**src/rtl/dump_serializer_if.sv**
```systemverilog
// dump_serializer_if: trigger, core-state debug read and UART TX byte signals of the dump serializer.
interface dump_serializer_if;
  logic        trigger_i;
  logic        mem_mode_i;
  logic        done_o;
  logic        busy_o;
  logic [31:0] pc_i;
  logic [4:0]  rf_addr_o;
  logic [31:0] rf_data_i;
  logic [31:0] dmem_addr_o;
  logic [31:0] dmem_data_i;
  logic        mem_we_i;
  logic [31:0] mem_waddr_i;
  logic [31:0] mem_wdata_i;
  logic [7:0]  tx_data_o;
  logic        tx_valid_o;
  logic        tx_ready_i;
  modport master (
    input  trigger_i, mem_mode_i, pc_i, rf_data_i, dmem_data_i,
    input  mem_we_i, mem_waddr_i, mem_wdata_i, tx_ready_i,
    output done_o, busy_o, rf_addr_o, dmem_addr_o, tx_data_o, tx_valid_o
  );
  modport slave (
    output trigger_i, mem_mode_i, pc_i, rf_data_i, dmem_data_i,
    output mem_we_i, mem_waddr_i, mem_wdata_i, tx_ready_i,
    input  done_o, busy_o, rf_addr_o, dmem_addr_o, tx_data_o, tx_valid_o
  );
endinterface

```
**src/rtl/dump_serializer.sv**
```systemverilog
// dump_serializer: on trigger, streams PC, x0..x31 and a memory section (last write or word range) as a byte frame.
module dump_serializer #(
  parameter logic [31:0] MEM_BASE  = 32'h0000_0000,
  parameter int          MEM_WORDS = 64,
  parameter logic [7:0]  HDR_BYTE  = 8'hDA,
  parameter logic [7:0]  TRL_BYTE  = 8'hED
) (
  input logic              clk_i,
  input logic              rst_i,
  dump_serializer_if.master bus
);
  localparam int MW = $clog2(MEM_WORDS) + 1;
  typedef enum logic [3:0] {
    S_IDLE, S_HDR, S_PC, S_RF_REQ, S_RF_LAT, S_WORD_TX,
    S_MEM_FLAG, S_MEM_REQ, S_MEM_LAT, S_TRL, S_DONE
  } state_e;
  typedef enum logic [1:0] {W_RF, W_MEM, W_DADDR, W_DDATA} src_e;
  state_e          state_q, state_d;
  src_e            src_q, src_d;
  logic            mode_q, mode_d;
  logic [31:0]     shift_q, shift_d;
  logic [1:0]      cnt_q, cnt_d;
  logic [4:0]      rf_idx_q, rf_idx_d;
  logic [MW-1:0]   mem_idx_q, mem_idx_d;
  logic [31:0]     dmem_addr_q, dmem_addr_d;
  logic            wr_flag_q, wr_flag_d;
  logic [31:0]     wr_addr_q, wr_addr_d;
  logic [31:0]     wr_data_q, wr_data_d;
  logic [31:0]     diff_data_q, diff_data_d;
  logic            acc;
  assign acc = bus.tx_valid_o && bus.tx_ready_i;
  always_ff @(posedge clk_i or posedge rst_i) begin
    if (rst_i) begin
      state_q     <= S_IDLE;
      src_q       <= W_RF;
      mode_q      <= 1'b0;
      shift_q     <= '0;
      cnt_q       <= '0;
      rf_idx_q    <= '0;
      mem_idx_q   <= '0;
      dmem_addr_q <= '0;
      wr_flag_q   <= 1'b0;
      wr_addr_q   <= '0;
      wr_data_q   <= '0;
      diff_data_q <= '0;
    end else begin
      state_q     <= state_d;
      src_q       <= src_d;
      mode_q      <= mode_d;
      shift_q     <= shift_d;
      cnt_q       <= cnt_d;
      rf_idx_q    <= rf_idx_d;
      mem_idx_q   <= mem_idx_d;
      dmem_addr_q <= dmem_addr_d;
      wr_flag_q   <= wr_flag_d;
      wr_addr_q   <= wr_addr_d;
      wr_data_q   <= wr_data_d;
      diff_data_q <= diff_data_d;
    end
  end
  always_comb begin
    state_d     = state_q;
    src_d       = src_q;
    mode_d      = mode_q;
    shift_d     = shift_q;
    cnt_d       = cnt_q;
    rf_idx_d    = rf_idx_q;
    mem_idx_d   = mem_idx_q;
    dmem_addr_d = dmem_addr_q;
    wr_flag_d   = wr_flag_q;
    wr_addr_d   = wr_addr_q;
    wr_data_d   = wr_data_q;
    diff_data_d = diff_data_q;
    case (state_q)
      S_IDLE: if (bus.trigger_i) begin
        mode_d  = bus.mem_mode_i;
        shift_d = bus.pc_i;
        state_d = S_HDR;
      end
      S_HDR: if (acc) begin
        cnt_d   = '0;
        state_d = S_PC;
      end
      S_PC: if (acc) begin
        shift_d = shift_q >> 8;
        cnt_d   = cnt_q + 2'd1;
        state_d = (cnt_q == 2'd3) ? S_RF_REQ : S_PC;
      end
      S_RF_REQ: state_d = S_RF_LAT;
      S_RF_LAT: begin
        shift_d = bus.rf_data_i;
        src_d   = W_RF;
        state_d = S_WORD_TX;
      end
      S_WORD_TX: if (acc) begin
        shift_d = shift_q >> 8;
        cnt_d   = cnt_q + 2'd1;
        if (cnt_q == 2'd3) begin
          case (src_q)
            W_RF: begin
              rf_idx_d    = rf_idx_q + 5'd1;
              mem_idx_d   = '0;
              dmem_addr_d = (rf_idx_q == 5'd31 && mode_q) ? MEM_BASE : dmem_addr_q;
              state_d     = (rf_idx_q != 5'd31) ? S_RF_REQ : mode_q ? S_MEM_REQ : S_MEM_FLAG;
            end
            W_MEM: begin
              mem_idx_d   = mem_idx_q + MW'(1);
              dmem_addr_d = (mem_idx_q == MW'(MEM_WORDS - 1)) ? dmem_addr_q : dmem_addr_q + 32'd4;
              state_d     = (mem_idx_q == MW'(MEM_WORDS - 1)) ? S_TRL : S_MEM_REQ;
            end
            W_DADDR: begin
              shift_d = diff_data_q;
              src_d   = W_DDATA;
            end
            default: state_d = S_TRL;
          endcase
        end
      end
      S_MEM_FLAG: if (acc) begin
        wr_flag_d   = 1'b0;
        shift_d     = wr_addr_q;
        diff_data_d = wr_data_q;
        src_d       = W_DADDR;
        state_d     = wr_flag_q ? S_WORD_TX : S_TRL;
      end
      S_MEM_REQ: state_d = S_MEM_LAT;
      S_MEM_LAT: begin
        shift_d = bus.dmem_data_i;
        src_d   = W_MEM;
        state_d = S_WORD_TX;
      end
      S_TRL: state_d = acc ? S_DONE : S_TRL;
      S_DONE: state_d = S_IDLE;
      default: state_d = S_IDLE;
    endcase
    // a write landing in the same cycle the flag byte is consumed must not be lost
    if (bus.mem_we_i) begin
      wr_flag_d = 1'b1;
      wr_addr_d = bus.mem_waddr_i;
      wr_data_d = bus.mem_wdata_i;
    end
  end
  assign bus.tx_valid_o  = state_q inside {S_HDR, S_PC, S_WORD_TX, S_MEM_FLAG, S_TRL};
  assign bus.tx_data_o   = (state_q == S_HDR) ? HDR_BYTE :
                           (state_q == S_TRL) ? TRL_BYTE :
                           (state_q == S_MEM_FLAG) ? {7'd0, wr_flag_q} :
                           (state_q == S_PC || state_q == S_WORD_TX) ? shift_q[7:0] : 8'd0;
  assign bus.rf_addr_o   = rf_idx_q;
  assign bus.dmem_addr_o = dmem_addr_q;
  assign bus.done_o      = state_q == S_DONE;
  assign bus.busy_o      = state_q != S_IDLE;
endmodule

```
**src/flat_wrapper.sv**
```systemverilog
// flat-port wrapper written by rule: the top's interface ports become plain ports
module dump_serializer_flat 
#(
  parameter logic [31:0] MEM_BASE  = 32'h0000_0000,
  parameter int          MEM_WORDS = 64,
  parameter logic [7:0]  HDR_BYTE  = 8'hDA,
  parameter logic [7:0]  TRL_BYTE  = 8'hED
)
  (clk_i, rst_i, bus_trigger_i, bus_mem_mode_i, bus_pc_i, bus_rf_data_i, bus_dmem_data_i, bus_mem_we_i, bus_mem_waddr_i, bus_mem_wdata_i, bus_tx_ready_i, bus_done_o, bus_busy_o, bus_rf_addr_o, bus_dmem_addr_o, bus_tx_data_o, bus_tx_valid_o);
  dump_serializer_if bus_i ();
  input logic clk_i;
  input logic rst_i;
  input wire logic [$bits(bus_i.trigger_i)-1:0] bus_trigger_i;
  input wire logic [$bits(bus_i.mem_mode_i)-1:0] bus_mem_mode_i;
  input wire logic [$bits(bus_i.pc_i)-1:0] bus_pc_i;
  input wire logic [$bits(bus_i.rf_data_i)-1:0] bus_rf_data_i;
  input wire logic [$bits(bus_i.dmem_data_i)-1:0] bus_dmem_data_i;
  input wire logic [$bits(bus_i.mem_we_i)-1:0] bus_mem_we_i;
  input wire logic [$bits(bus_i.mem_waddr_i)-1:0] bus_mem_waddr_i;
  input wire logic [$bits(bus_i.mem_wdata_i)-1:0] bus_mem_wdata_i;
  input wire logic [$bits(bus_i.tx_ready_i)-1:0] bus_tx_ready_i;
  output wire logic [$bits(bus_i.done_o)-1:0] bus_done_o;
  output wire logic [$bits(bus_i.busy_o)-1:0] bus_busy_o;
  output wire logic [$bits(bus_i.rf_addr_o)-1:0] bus_rf_addr_o;
  output wire logic [$bits(bus_i.dmem_addr_o)-1:0] bus_dmem_addr_o;
  output wire logic [$bits(bus_i.tx_data_o)-1:0] bus_tx_data_o;
  output wire logic [$bits(bus_i.tx_valid_o)-1:0] bus_tx_valid_o;
  assign bus_i.trigger_i = bus_trigger_i;
  assign bus_i.mem_mode_i = bus_mem_mode_i;
  assign bus_i.pc_i = bus_pc_i;
  assign bus_i.rf_data_i = bus_rf_data_i;
  assign bus_i.dmem_data_i = bus_dmem_data_i;
  assign bus_i.mem_we_i = bus_mem_we_i;
  assign bus_i.mem_waddr_i = bus_mem_waddr_i;
  assign bus_i.mem_wdata_i = bus_mem_wdata_i;
  assign bus_i.tx_ready_i = bus_tx_ready_i;
  assign bus_done_o = bus_i.done_o;
  assign bus_busy_o = bus_i.busy_o;
  assign bus_rf_addr_o = bus_i.rf_addr_o;
  assign bus_dmem_addr_o = bus_i.dmem_addr_o;
  assign bus_tx_data_o = bus_i.tx_data_o;
  assign bus_tx_valid_o = bus_i.tx_valid_o;
  dump_serializer #(.MEM_BASE(MEM_BASE), .MEM_WORDS(MEM_WORDS), .HDR_BYTE(HDR_BYTE), .TRL_BYTE(TRL_BYTE)) u_core (.clk_i(clk_i), .rst_i(rst_i), .bus(bus_i));
endmodule
```
**config.mk**
```make
export PLATFORM = sky130hd
export DESIGN_NAME = dump_serializer_flat
export DESIGN_NICKNAME = d
export VERILOG_FILES = /design/src/rtl/dump_serializer_if.sv /design/src/rtl/dump_serializer.sv /design/src/flat_wrapper.sv
export SDC_FILE = /design/constraint.sdc
export NUM_CORES = 1
export LEC_CHECK = 0
export CAP_MARGIN = 20
export CORE_MARGIN = 3
export CORE_UTILIZATION = 40
export CTS_CLUSTER_SIZE = 25
export DETAILED_ROUTE_END_ITERATION = 10
export DONT_BUFFER_PORTS = 1
export MAX_ROUTING_LAYER = met4
export PLACE_DENSITY_LB_ADDON = 0.12
export SYNTH_ARGS = -nofsm -noshare
export SYNTH_HDL_FRONTEND = slang
export SYNTH_SLANG_ARGS = --single-unit
export TNS_END_PERCENT = 20
```
**constraint.sdc**
```tcl
create_clock -name clk_i -period 5.9 [get_ports clk_i]
set_clock_uncertainty 0.05 [all_clocks]
set_input_delay 0.885 -clock clk_i [delete_from_list [all_inputs] [get_ports clk_i]]
set_output_delay 0.885 -clock clk_i [all_outputs]
set_load 0.02 [all_outputs]
```
==> results of run 1 <==
-- Yosys cell counts (all sizes together), types with 11 or more instances --
cell type  count
o22ai         27
inv           13
dfrtp        180
o21ai         41
a222oi        24
nand2         82
buf           11
a31oi         34
nor2b         11
o31ai         18
a22o          30
mux2         100
nor2          47
clkbuf        49
a21oi         48
nor3          11
nand3         33
-- final cells by class --
| type | count | area (µm²) | area share, % |
|---|---|---|---|
| Inverter | 13 | 53.8 | 0.544 |
| Clock buffer | 17 | 425 | 4.30 |
| Timing Repair Buffer | 13 | 133 | 1.34 |
| Clock inverter | 15 | 161 | 1.63 |
| Antenna cell | 5 | 12.5 | 0.127 |
| Multi-Input combinational cell | 606 | 4250 | 43.0 |
| Tap cell | 280 | 350 | 3.54 |
| Sequential cell | 180 | 4500 | 45.6 |
-- layer usage --
layer	wire length [µm]	share of wire [%]	GRT usage, %	up-vias
met2	12300	47	33.6	269
li1	-	-	-	3221
met5	0	0	-	-
met4	330	1.3	5.46	0
met3	2070	8.0	6.71	28
met1	11200	43	28.1	3498
-- kinds of logic (layout without fill, tap and decap cells) --
| kind of cell | after synthesis | count (layout) | share of synthesized area (%) |
|---|---|---|---|
| simple gates | 234 | 234 | 13.2 |
| fa+ha+maj | 5 | 5 | 0.694 |
| xor+xnor | 4 | 4 | 0.389 |
| other cells | 1 | 7 | 0.0416 |
| compound gates | 258 | 258 | 19.7 |
| mux | 103 | 103 | 12.8 |
| flops | 180 | 180 | 50.0 |
| buf+inv | 73 | 58 | 3.22 |
-- critical path: cells and delay by family, from the launching register on --
kind	cells	cell delay [ns]
flip-flops	1	0.76
AND/OR/NAND/NOR	1	0.69
AO/OA/AOI/OAI	2	0.67
buffers and inverters	1	0.33
-- placed cells by master, fill, tap and decap left out, types with 3 or more instances in the layout --
cell	n
sky130_fd_sc_hd__o41ai_1	9
sky130_fd_sc_hd__a22o_1	30
sky130_fd_sc_hd__mux2_2	100
sky130_fd_sc_hd__o21ai_0	41
sky130_fd_sc_hd__a21oi_1	48
sky130_fd_sc_hd__nand2_1	82
sky130_fd_sc_hd__nand4_1	5
sky130_fd_sc_hd__clkbuf_16	17
sky130_fd_sc_hd__buf_8	5
sky130_fd_sc_hd__clkinv_8	3
sky130_fd_sc_hd__a211oi_1	9
sky130_fd_sc_hd__xnor2_1	3
sky130_fd_sc_hd__nor4_1	4
sky130_fd_sc_hd__nor2_1	44
sky130_fd_sc_hd__o22ai_1	26
sky130_fd_sc_hd__and3_1	4
sky130_fd_sc_hd__ha_1	5
sky130_fd_sc_hd__nor2b_1	9
sky130_fd_sc_hd__diode_2	5
sky130_fd_sc_hd__nand3_1	32
sky130_fd_sc_hd__o31ai_1	18
sky130_fd_sc_hd__a222oi_1	24
sky130_fd_sc_hd__or4_1	8
sky130_fd_sc_hd__and2_1	3
sky130_fd_sc_hd__buf_4	7
sky130_fd_sc_hd__nand2b_1	10
sky130_fd_sc_hd__or3_1	4
sky130_fd_sc_hd__dfrtp_1	180
sky130_fd_sc_hd__clkinv_4	4
sky130_fd_sc_hd__mux2i_1	3
sky130_fd_sc_hd__a31oi_1	34
sky130_fd_sc_hd__inv_8	5
sky130_fd_sc_hd__nor3_1	8
sky130_fd_sc_hd__inv_1	12
-- report_power, final --
part / internal, µW / switching [µW]
clock network: 568 / 565
logic: 754 / 1060
registers: 1550 / 345
total: 2870 / 1970
-- metrics by stage --
step	area, µm²	util [%]	hold slack, ns	total power [µW]
floorplan	9020	-	0.394	3180
global placement	9210	41.9	0.434	3600
detailed placement	9210	41.9	0.433	3660
CTS	9790	44.6	0.371	4790
global route	9890	45.0	0.394	5130
finish	9890	45.0	0.348	4840
-- sequential cells by signal (all words and copies together) (netlist names), 2 cells and up --
signal,cells
u_core.shift_q,32
u_core.bus.rf_addr_o,5
u_core.bus.dmem_addr_o,30
u_core.cnt_q,2
u_core.src_q,2
u_core.wr_addr_q,32
u_core.mem_idx_q,7
u_core.state_q,4
u_core.wr_data_q,32
u_core.diff_data_q,32
-- how the worst max path moves through the flow --
stage,depth (start not counted),end,startpoint,slack (ns)
after floorplan,1,u_core.bus.dmem_addr_o[10],rst_i,0.08
final,4,bus_tx_data_o[5],u_core.state_q[2],2.07
after CTS,4,bus_tx_data_o[5],u_core.state_q[2],1.71
after global placement,4,bus_tx_data_o[5],u_core.state_q[2],2.26
after detailed placement,4,bus_tx_data_o[5],u_core.state_q[2],2.18
after global routing,4,bus_tx_data_o[5],u_core.state_q[2],1.90
==> implementation parameters, run 1 <==
Parameter                              Value

STA
  Final Setup Violations    0
  Setup repair after global routing missed its margin    false
  Worst slew margin relative to its limit    28.8%
  Least-Margin Pin Slew    1.07 ns
  Maximum clock frequency    261 MHz
  Final Worst Setup Slack    2.07 ns
  Post-route clock period utilization    64.9%
  Minimum clock period    3.83 ns
  Summed negative setup slack over all endpoints    0 ns
  Final Max Tran Viols    0
  Final hold violations    0

CTS
  Worst skew pair latency    0.44 ns
  Buffer type at the clock tree root    sky130_fd_sc_hd__clkbuf_16
  Number of H-tree levels    4
  Total CTS buffers    17
  Post-CTS Resized    0
  Number of buffers on the longest clock path    2
  CTS tree    done
  Number of sinks on the clock net    180
  Post-CTS setup buffers    0
  Clock-pin slew reported for the worst setup and hold paths after clock tree synthesis    0.07 ns
  Post-CTS Hold Buffers    0

Routing
  Residual DRC count    0
  Average wire length per cell after detail routing    23.0 µm
  Total vias in the final route    7016
  ANT nets after route    0
  Detailed Route Iter0 Violations    702
  Wirelength, routed    26000 µm
  Number of vias per cell    6.21
  First-pass DRT Iterations    8

Logic synthesis
  Syn avg cell area    10.5 µm²
  Most used flip-flop cell after synthesis    sky130_fd_sc_hd__dfrtp_1
  Number of warnings reported in the yosys synthesis log    0
  Cell types occupying the most area after synthesis    sky130_fd_sc_hd__dfrtp_1 (50%), sky130_fd_sc_hd__mux2_2 (12%), sky130_fd_sc_hd__nand2_1 (3.4%), sky130_fd_sc_hd__a22o_1 (2.9%), sky130_fd_sc_hd__a21oi_1 (2.7%)
  Post-Synthesis Cell Area    0.00902 mm²
  Register area share after synthesis    50.0%
  Fraction of registers with async set or reset after synthesis    100%
  Number of flops mapped to enable cells by yosys    0
  Number of standard cells after synthesis    858
  Top-area cell type share of the netlist area    50.0%
  Cell type with the largest total area after synthesis    sky130_fd_sc_hd__dfrtp_1
  Yosys reg bits    180
  Count of different cell masters after synthesis    59

Power
  Peak VDD IR    220 µV
  Reported leakage power    0.00398 µW
  P per Cell Area    489 mW/mm²

Die
  Core ar.    0.0220 mm²
  Initial Utilization    41.1%
  Height of the die    156 µm
  Chip Width    156 µm
  Row cnt    54
  Boundary Pins    214
  Total Die Area    0.0244 mm²

Status
  Outcome    completed

Cells and area
  Number of non-filler instances in the completed layout    1129
  Count of filler cells inserted in the layout    2004
  Fraction of final layout cells sized beyond drive strength 1    19.3%
  Number of nets at the end of the flow    1002
  Area growth syn-to-layout    9.64%

Place
  I/O Buffers    0
  Placed cell count    1086
  Worst slack, placed    2.18 ns
  HPWL after detailed placement    18500 µm
  Gp weighted congestion    0.829

Worst setup path
  Largest stage delay, worst path    0.76 ns
  Category of the most critical setup path    reg -> out
  Cell at the slowest stage of the critical path    sky130_fd_sc_hd__dfrtp_1
  Worst reg2reg path endpoint    u_core.bus.dmem_addr_o[27]
  Max Fanout on Critical Path    19
  Ordered list of cells on the worst path    nor2b_2 > buf_4 > a21oi_1 > o21ai_0
  Count of cells along the worst register-to-register path    5
  Worst reg2reg path startpoint    u_core.state_q[0]
  Required time of the worst setup path    4.97 ns
  Worst R2R Setup Slack    2.75 ns
  Kind of start point of the critical path    flop
  Element type at the critical path end    output pin
  Arrival time worst endpoint    2.89 ns

Global routing
  Via count of the first global-routing pass    6954
  Initial antenna violation count    5
  Maximum number of pins on one net before global-route repair    74
  First-pass GRT wire length    40500 µm
  Combined global-route utilization of all metal layers    21.8%
  GR Overflow Total    0

Min path
  Class of the tightest hold or removal check    in -> async

Run
  Number of max-capacitance violations reported    0
Note: power is estimated with default switching activity, not from simulation.
==> run 2: changes to the inputs <==
- clock period: 5.9 -> 3.7 ns (I/O delays scaled with it)
==> run 2 against run 1 <==
Critical path depth unchanged; sequential cell count unchanged; design area increased by 0.96%; largest power group is now combinational logic; final cell count increased by 0.62%.
==> implementation parameters, run 2 (same netlist as run 1, synthesis figures left out) <==
Parameter                              Value

Min path
  Start point of the worst hold path    bus_mem_we_i
  Class of the tightest hold or removal check    in -> reg

Place
  Gp weighted congestion    0.824
  HPWL after detailed placement    19000 µm
  I/O Buffers    0
  Worst slack, placed    0.761 ns

STA
  Final Worst Setup Slack    0.479 ns
  Final hold violations    0
  Post-route clock period utilization    87.0%
  Worst slew margin relative to its limit    30.6%
  Minimum clock period    3.22 ns
  Summed negative setup slack over all endpoints    0 ns
  Final Max Tran Viols    0
  Final Setup Violations    0
  Setup repair after global routing missed its margin    false
  Maximum clock frequency    311 MHz
  Worst hold margin    0.174 ns
  Least-Margin Pin Slew    1.03 ns

Die
  Initial Utilization    41.1%
  Total Die Area    0.0244 mm²
  Core ar.    0.0220 mm²
  Boundary Pins    214
  Chip Width    156 µm
  Height of the die    156 µm
  Row cnt    54

Power
  Reported leakage power    0.00403 µW
  Peak VDD IR    437 µV
  P per Cell Area    783 mW/mm²

CTS
  CTS tree    done
  Post-CTS setup buffers    0
  Buffer type at the clock tree root    sky130_fd_sc_hd__clkbuf_16
  Worst skew pair latency    0.43 ns
  Number of sinks on the clock net    180
  Total CTS buffers    17
  Post-CTS Hold Buffers    1
  Number of buffers on the longest clock path    2
  Clock-pin slew reported for the worst setup and hold paths after clock tree synthesis    0.07 ns
  Post-CTS Resized    0
  Number of H-tree levels    4

Status
  Outcome    completed

Cells and area
  Count of filler cells inserted in the layout    2034
  Final cell utilization of the core    45.5%
  Most common cell after layout, fill and taps aside    sky130_fd_sc_hd__dfrtp_1
  Area growth syn-to-layout    10.7%
  Sequential cell area in the final layout    0.00450 mm²
  Commonest cells after routing, fill and taps aside    sky130_fd_sc_hd__dfrtp_1 (180), sky130_fd_sc_hd__mux2_2 (100), sky130_fd_sc_hd__nand2_1 (82), sky130_fd_sc_hd__a21oi_1 (48), sky130_fd_sc_hd__nor2_1 (44)
  Area of the multi-input gates    0.00425 mm²
  Number of nets at the end of the flow    1010
  Fraction of final layout cells sized beyond drive strength 1    20.0%

Worst setup path
  Arrival time worst endpoint    2.62 ns
  Kind of start point of the critical path    flop
  Category of the most critical setup path    reg -> out
  Max Fanout on Critical Path    20
  Required time of the worst setup path    3.09 ns
  Worst reg2reg path startpoint    u_core.state_q[2]
  Critical path origin    u_core.state_q[2]
  Element type at the critical path end    output pin

Routing
  Average wire length per cell after detail routing    23.0 µm
  Wirelength, routed    26100 µm
  ANT nets after route    0
  Total vias in the final route    7081
  Residual DRC count    0
  Number of vias per cell    6.23
  First-pass DRT Iterations    8
  Detailed Route Iter0 Violations    720

Global routing
  Initial antenna violation count    4
  Combined global-route utilization of all metal layers    21.7%
  Via count of the first global-routing pass    6988
  Maximum number of pins on one net before global-route repair    111
  First-pass GRT wire length    40000 µm
  GR Overflow Total    0

Run
  Number of max-capacitance violations reported    0
[run 2: changes by cell type in the layout (fill, tap and decap cells not counted), sizes merged]
| cell | delta |
|---|---|
| buf | +7 |
| bufinv | +1 |
| diode | -1 |
| dlygate4sd3 | +1 |
| inv | -1 |
[run 2: layout make-up]
class	instances	share of cell area [%]
Sequential cell	180	45.1
Timing Repair Buffer	21	1.86
Antenna cell	4	0.100
Tap cell	280	3.51
Clock inverter	15	2.08
Clock buffer	17	4.26
Multi-Input combinational cell	606	42.5
Inverter	13	0.526
[run 2: metal layers]
layer	vias up	part of all wire, %	track usage (%)
met1	3542	43	28.1
met5	-	0	-
met3	35	7.7	6.82
met2	272	48	33.2
li1	3232	-	-
met4	0	1.9	6.21
[run 2: critical path, cell delays in order, from the launching register on]
cell	delay, ns
sky130_fd_sc_hd__dfrtp_1	0.61
sky130_fd_sc_hd__buf_4	0.32
sky130_fd_sc_hd__nor2b_2	0.64
sky130_fd_sc_hd__a21oi_1	0.08
sky130_fd_sc_hd__o22ai_1	0.52
[run 2: path summary, 6_finish.rpt]
| path | to | slack (ns) | cells after the start |
|---|---|---|---|
| min in group asynchronous | u_core.wr_data_q[6] | 0.43 | 2 |
| worst max-delay path | bus_tx_data_o[0] | 0.48 | 4 |
| worst max register to register | u_core.shift_q[5] | 0.77 | 5 |
| worst min register to register | u_core.shift_q[31] | 0.45 | 2 |
| max in group asynchronous | u_core.shift_q[26] | 2.37 | 3 |
| worst min-delay path | u_core.wr_flag_q | 0.17 | 1 |
[run 2: report_power, final]
group / leakage (µW) / internal [µW] / switching, µW
Clock: 0.000307 / 987 / 907
Combinational: 0.00150 / 1210 / 1780
Sequential: 0.00223 / 2470 / 466
[run 2: through the flow]
step	std cells	total power, µW	area (µm²)
floorplan	859	5070	9020
global placement	1099	5840	9330
detailed placement	1099	5950	9330
CTS	1132	7870	9970
global route	1136	8310	9980
finish	1136	7820	9980
